==> src/rtl/uart_rx_os.sv <==
// uart_rx_os: oversampling UART receiver (default 8N1, LSB first).
// It runs on the rx_bd_en tick from the baud generator, which fires OVERSAMPLE
// times per bit. Each bit is the 2-of-3 majority of the samples taken at ticks
// M-1, M and M+1, where M = OVERSAMPLE/2.
// Ports:
//   clk, rst       system clock, asynchronous active-high reset
//   rx_bd_en       oversample tick, one clk wide
//   rxd            asynchronous serial line, idle high
//   rx_data        last good byte, held until the next good byte arrives
//   rx_valid       1-clk strobe: rx_data was updated this cycle
//   rx_frame_err   1-clk strobe: the stop bit was sampled low
//   rx_parity_err  1-clk strobe: parity mismatch with a good stop bit
//   rx_busy        high while the FSM is not in IDLE
`timescale 1ns/1ps
module uart_rx_os #(
  parameter int DATA_BITS  = 8,
  parameter int OVERSAMPLE = 8,
  parameter int PARITY_EN  = 0,
  parameter int PARITY_ODD = 0
) (
  input  logic                 clk,
  input  logic                 rst,
  input  logic                 rx_bd_en,
  input  logic                 rxd,
  output logic [DATA_BITS-1:0] rx_data,
  output logic                 rx_valid,
  output logic                 rx_frame_err,
  output logic                 rx_parity_err,
  output logic                 rx_busy
);

  localparam int TW = $clog2(OVERSAMPLE);
  localparam int BW = $clog2(DATA_BITS);
  localparam logic [TW-1:0] T_S0   = TW'(OVERSAMPLE/2 - 1);
  localparam logic [TW-1:0] T_S1   = TW'(OVERSAMPLE/2);
  localparam logic [TW-1:0] T_S2   = TW'(OVERSAMPLE/2 + 1);
  localparam logic [TW-1:0] T_LAST = TW'(OVERSAMPLE - 1);
  localparam logic [BW-1:0] B_LAST = BW'(DATA_BITS - 1);
  localparam logic          PAR_ODD = (PARITY_ODD != 0);

  typedef enum logic [2:0] {IDLE, START, DATA, PARITY, STOP, WAIT_HI} state_t;

  state_t               state;
  logic                 rxd_meta, rxd_s;
  logic [TW-1:0]        tick_cnt;
  logic [BW-1:0]        bit_cnt;
  logic [DATA_BITS-1:0] shift;
  logic                 s0, s1, par_bit;
  logic                 maj, parity_bad;

  // Two-FF synchroniser. It resets to 1 (the idle level) so that leaving
  // reset cannot look like a start edge.
  always_ff @(posedge clk or posedge rst) begin
    if (rst) begin
      rxd_meta <= 1'b1;
      rxd_s    <= 1'b1;
    end else begin
      rxd_meta <= rxd;
      rxd_s    <= rxd_meta;
    end
  end

  // The third sample is the live rxd_s at tick M+1, so each bit is decided
  // on that tick without waiting one more tick.
  assign maj        = (s0 & s1) | (s0 & rxd_s) | (s1 & rxd_s);
  assign parity_bad = ((^shift) ^ par_bit) != PAR_ODD;
  assign rx_busy    = (state != IDLE);

  always_ff @(posedge clk or posedge rst) begin
    if (rst) begin
      state         <= IDLE;
      tick_cnt      <= '0;
      bit_cnt       <= '0;
      shift         <= '0;
      s0            <= 1'b1;
      s1            <= 1'b1;
      par_bit       <= 1'b0;
      rx_data       <= '0;
      rx_valid      <= 1'b0;
      rx_frame_err  <= 1'b0;
      rx_parity_err <= 1'b0;
    end else begin
      rx_valid      <= 1'b0;
      rx_frame_err  <= 1'b0;
      rx_parity_err <= 1'b0;
      if (rx_bd_en) begin
        if (tick_cnt == T_S0) s0 <= rxd_s;
        if (tick_cnt == T_S1) s1 <= rxd_s;
        // In every state except IDLE the tick counter free-runs. The case
        // branches below override it when they reset the bit timing.
        if (state != IDLE)
          tick_cnt <= (tick_cnt == T_LAST) ? '0 : tick_cnt + 1'b1;
        case (state)
          IDLE: begin
            if (!rxd_s) begin
              state    <= START;
              tick_cnt <= TW'(1);  // the detecting tick is tick 0
            end else begin
              tick_cnt <= '0;
            end
          end
          START: begin
            if (tick_cnt == T_S2 && maj) begin
              state    <= IDLE;    // the low pulse was a glitch
              tick_cnt <= '0;
            end else if (tick_cnt == T_LAST) begin
              state   <= DATA;
              bit_cnt <= '0;
            end
          end
          DATA: begin
            if (tick_cnt == T_S2) shift <= {maj, shift[DATA_BITS-1:1]};
            if (tick_cnt == T_LAST) begin
              if (bit_cnt == B_LAST) state <= (PARITY_EN != 0) ? PARITY : STOP;
              else                   bit_cnt <= bit_cnt + 1'b1;
            end
          end
          PARITY: begin
            if (tick_cnt == T_S2)   par_bit <= maj;
            if (tick_cnt == T_LAST) state   <= STOP;
          end
          STOP: begin
            // Decide at mid stop bit. Leaving here early lets a back-to-back
            // start edge be seen as soon as it arrives.
            if (tick_cnt == T_S2) begin
              tick_cnt <= '0;
              if (!maj) begin
                rx_frame_err <= 1'b1;
                state        <= WAIT_HI;
              end else if (PARITY_EN != 0 && parity_bad) begin
                rx_parity_err <= 1'b1;
                state         <= IDLE;
              end else begin
                rx_data  <= shift;
                rx_valid <= 1'b1;
                state    <= IDLE;
              end
            end
          end
          WAIT_HI: begin
            // A break or a stuck-low line must go high before the next frame.
            if (rxd_s) begin
              state    <= IDLE;
              tick_cnt <= '0;
            end
          end
          default: begin
            state    <= IDLE;
            tick_cnt <= '0;
          end
        endcase
      end
    end
  end

endmodule

==> config.mk <==
export PLATFORM = sky130hd
export DESIGN_NAME = uart_rx_os
export DESIGN_NICKNAME = d
export VERILOG_FILES = /design/src/rtl/uart_rx_os.sv
export SDC_FILE = /design/constraint.sdc
export NUM_CORES = 1
export LEC_CHECK = 0
export ABC_AREA = 1
export ABC_CLOCK_PERIOD_IN_PS = 3600
export CAP_MARGIN = 0
export CORE_MARGIN = 2
export CORE_UTILIZATION = 65
export CTS_BUF_LIST = sky130_fd_sc_hd__clkbuf_16
export DETAILED_ROUTE_END_ITERATION = 8
export DONT_BUFFER_PORTS = 1
export GPL_TIMING_DRIVEN = 0
export PLACE_DENSITY = 0.88
export SLEW_MARGIN = 10
export SYNTH_ARGS = -nofsm -noshare
export SYNTH_HDL_FRONTEND = slang
export SYNTH_SLANG_ARGS = --single-unit
export TNS_END_PERCENT = 5
==> constraint.sdc <==
create_clock -name clk -period 3.6 [get_ports clk]
set_input_delay 0.72 -clock clk [delete_from_list [all_inputs] [get_ports clk]]
set_output_delay 0.72 -clock clk [all_outputs]
set_load 0.02 [all_outputs]
# --- Word-level counts from Yosys, hierarchy flattened ---
# Cells that the tools add are included.
word_totals:
  word_cells: 79
  register_bits: 31
op_classes:
  n_mux: 30
  n_eq_ne: 20
  bitwise: 5
  add_sub_neg: 2
  n_reduce_logical: 11
ops:
  columns: ["operator", "n"]
  rows:
  - ["$mux 3", 18]
  - ["$eq 3x3->1 const B", 6]
  - ["$ne 2x2->1 const B", 9]
  - ["$pmux 3 s6", 1]
  - ["$pmux 3 s5", 1]
  - ["$eq 3x2->1 const B", 3]
  - ["$mux 1", 9]
  - ["$reduce_and 8->1", 1]
  - ["$add 3x1->3 const B", 2]
  - ["$pmux 3 s2", 1]
  - ["$reduce_and 6->1", 1]
  - ["$reduce_and 2->1", 2]
  - ["$reduce_and 4->1", 1]
  - ["$and 1x1->1", 3]
  - ["$eq 3x1->1 const B", 1]
  - ["$logic_not 3->1", 1]
  - ["$ne 3x3->1 const B", 1]
  - ["$reduce_and 3->1", 1]
  - ["$reduce_bool 3->1", 1]
  - ["$or 1x1->1", 2]
  - ["$reduce_bool 2->1", 1]
  - ["$reduce_or 2->1", 1]
  - ["$logic_and 1x1->1", 1]

# --- Depth between registers and ports, before layout ---
logic_depth:
  depth_word: 7
  depth_mapped: 11
  mapped_depth_nobuf: 11

# --- Least setup slack after synthesis ---
# No wires, ideal clock.
synth_path:
  path_kind: "input to register"
  startpoint: "in rx_bd_en"
  endpoint: "reg rx_data[1]"
  path_slack_ps: 1977
  stages: 7
  setup_ps: 118
  t_arrival_ps: 1505
  path_cell_list: "buf_6 > inv_1 > nor2_2 > nand3_4 > buf_6 > nand2_1 > o21ai_2"
synth_via:
  elab_chain_len: 1
synth_rtl:
  columns: ["element", "line", "text"]
  rows:
  - ["start: declaration", "23", "input logic rx_bd_en,"]
  - ["$reduce_and 4->1 (no line)", null, null]
  - ["end signal: assignment", "134", "rx_data <= shift;"]
  - ["end: declaration", "25", "output logic [DATA_BITS-1:0] rx_data,"]
# Every way passes these cells.
# A chain may end at the register's enable or synchronous reset.

# --- Worst setup path after layout ---
layout_path:
  startpoint: "reg state[0]"
  endpoint: "out rx_busy"
layout_via:
  elab_chain_len: 1
layout_rtl:
  columns: ["element", "line", "text"]
  rows:
  - ["start: declaration", "43", "state_t state;"]
  - ["start signal: assignment", "114", "if (bit_cnt == B_LAST) state <= (PARITY_EN != 0) ? PARITY : STOP;"]
  - ["$reduce_bool 3->1", "67", "assign rx_busy = (state != IDLE);"]
  - ["end: declaration", "29", "output logic rx_busy"]
# Every way passes these cells.

==> results.cfg <==
[clock_network]
ctsResizeCount = 0
cts.sink_count = 31
cts-root-buf = clkbuf_16
cts_tree = yes
cts_hold_buf = 0
clkLatencyLatePin_ns = 0.28
cts.path.max_buffers = 2
htreeDepth = 2
post-cts-setup-buffers = 0
clk_pin_slew_ns = 0.05
numCtsBuffers = 5

[place]
place_area_um2 = 1670
pre_cts_ws_ns = 1.85
portBuffers = 0
place_hpwl_um = 2150
place_congestion = 0.868

[global_route]
antenna_found_initial = 0
grt_pass1_vias = 1208
grt.total_usage = 0.260
grt_pass1_wl_um = 5190
grt_remaining_overflow = 0
grt_max_degree = 32

[timing]
report.final.slew_viol_count = 0
max_freq_mhz = 546
relSlewSlack = 0.589
setup_ws_ns = 1.77
fin_skew_ns = 0.00686
rsz0062_at_grt = false
worst_slew_pin_slew_ns = 0.616
hold_viol_final = 0
setup_viol = 0
tns_ns = 0
fin_crit_ns = 1.83
fin_crit_sh = 0.509

[floorplan]
ios = 16
core_area_um2 = 2430
start_util = 0.673
fp.dieArea_um2 = 2930
num_rows = 18
floorplan.die.width_um = 54.2
die_h_um = 54.2

[job]
maxCapViolCount = 0

[logic_synthesis]
yosysTopAreaCell = dfrtp_1
synth_flop_cell = dfrtp_1
syn_area_per_cell_um2 = 9.04
synth_cell_type_count = 27
async_flop_share = 1.00
yosysMostFrequentCell = nand2_1
synthCells = 181
ys_warn_count = 0
syn_area_um2 = 1640
synth_common_cells = 55 x nand2_1, 27 x dfrtp_1, 23 x inv_1
synth_top_area_frac = 0.413
ys_seq_area_frac = 0.477
netlist_top_cells_area = dfrtp_1 41%, nand2_1 13%, o21ai_2 8.6%
synth_seq_cells = 31
synth.net_count = 192
synth_enable_flop_cells = 0

[detailed_routing]
viasPerCell = 5.53
finalWirelength_um = 3160
dr.pass1.iters = 5
ant_nets = 0
wl_per_cell_um = 14.5
drt_iter0_markers = 43
vias = 1206
drc_errors = 0

[setup_path]
worst_r2r_path_depth = 9
worstPathMaxFanout = 7
crit_path_start_kind = flop
crit_type = flop to output port
arrival_ns = 1.11
crit_required_ns = 2.88
crit_path_end_kind = output port

[final_layout]
drive_above_1_share = 0.266
stdcell_area_um2 = 1830
nets = 199
diodes = 0
utilization = 0.754
area_growth_pct = 12.0

[hold_path]
holdCritPathClass = flop to flop
holdPathStages = 0

[power_and_ir_drop]
p_leak_nw = 0.954
ir_drop_v = 0.000575
fin_total_pwr_w = 0.00123
power_density_nw_per_um2 = 671

[outcome]
status = complete, no violations
-- worst max-delay path, stage by stage (launching register included) --
cell	delay, ns
dfrtp_1	0.46
nor2_2	0.24
nand2_4	0.14
-- state kept, by name, indices dropped and copies added, names as in the netlist --
| signal | cells |
|---|---|
| rx_data | 8 |
| s0 | 1 |
| state | 3 |
| rx_valid | 1 |
| s1 | 1 |
| rx_frame_err | 1 |
| bit_cnt | 3 |
| shift | 8 |
| rxd_meta | 1 |
| rxd_s | 1 |
| tick_cnt | 3 |
-- path summary, 6_finish.rpt --
check / slack (ns) / to / start
min in group asynchronous: 0.40 / rx_valid / rst
worst min register to register: 0.36 / rxd_s / rxd_meta
worst max register to register: 1.97 / bit_cnt[2] / tick_cnt[0]
worst max-delay path: 1.77 / rx_busy / state[0]
worst min-delay path: 0.36 / rxd_s / rxd_meta
max in group asynchronous: 2.79 / tick_cnt[1] / rst
-- power breakdown --
part           switching [W]  total, W  leakage (nW)  internal, W
clock network       0.000135  0.000454        0.0811     0.000318
registers          0.0000466  0.000443         0.414     0.000396
logic               0.000231  0.000334         0.460     0.000103
total               0.000413   0.00123         0.954     0.000818
-- through the flow --
stage               hold WS (ns)  cells
floorplan                  0.345    181
global placement           0.348    211
finish                     0.355    218
detailed placement         0.350    211
global route               0.357    218
CTS                        0.356    218
-- metal layers --
layer  GRT usage  routed length, um  vias up
met4       0.125                 60        0
met2       0.440               1670       39
met3      0.0944                156        9
met1       0.288               1270      576
li1            -                  -      582
met5           0                  0        -
-- area by class of cell --
type	count	area, um2
inverter	27	101
clock buffer	5	125
tap	30	37.5
fill	159	599
clock inverter	2	33.8
buffer	4	41.3
multi-input combinational	119	713
sequential	31	781
-- kinds of logic after synthesis --
| kind of cell | count (synthesis) | share of synthesized area |
|---|---|---|
| AO/OA/AOI/OAI | 24 | 0.115 |
| adder cells (fa/ha/maj) | 7 | 0.0535 |
| buffers and inverters | 31 | 0.0872 |
| flip-flops | 31 | 0.477 |
| other | 1 | 0.00229 |
| AND/OR/NAND/NOR | 87 | 0.265 |
-- placed cells by master (no fill, tap or decap), types with 2 or more instances in the layout --
cell / count
dfrtp_1: 27
dfstp_2: 4
nor2_4: 2
clkbuf_16: 5
nor2_1: 4
o21ai_0: 4
ha_1: 7
nand2_1: 55
buf_6: 3
nor2_2: 2
nand3_1: 10
o21ai_2: 16
inv_1: 23
nand2_2: 3
nand3b_1: 2
nand2_4: 4
inv_2: 5
Power figures use the tool's default switching activity.
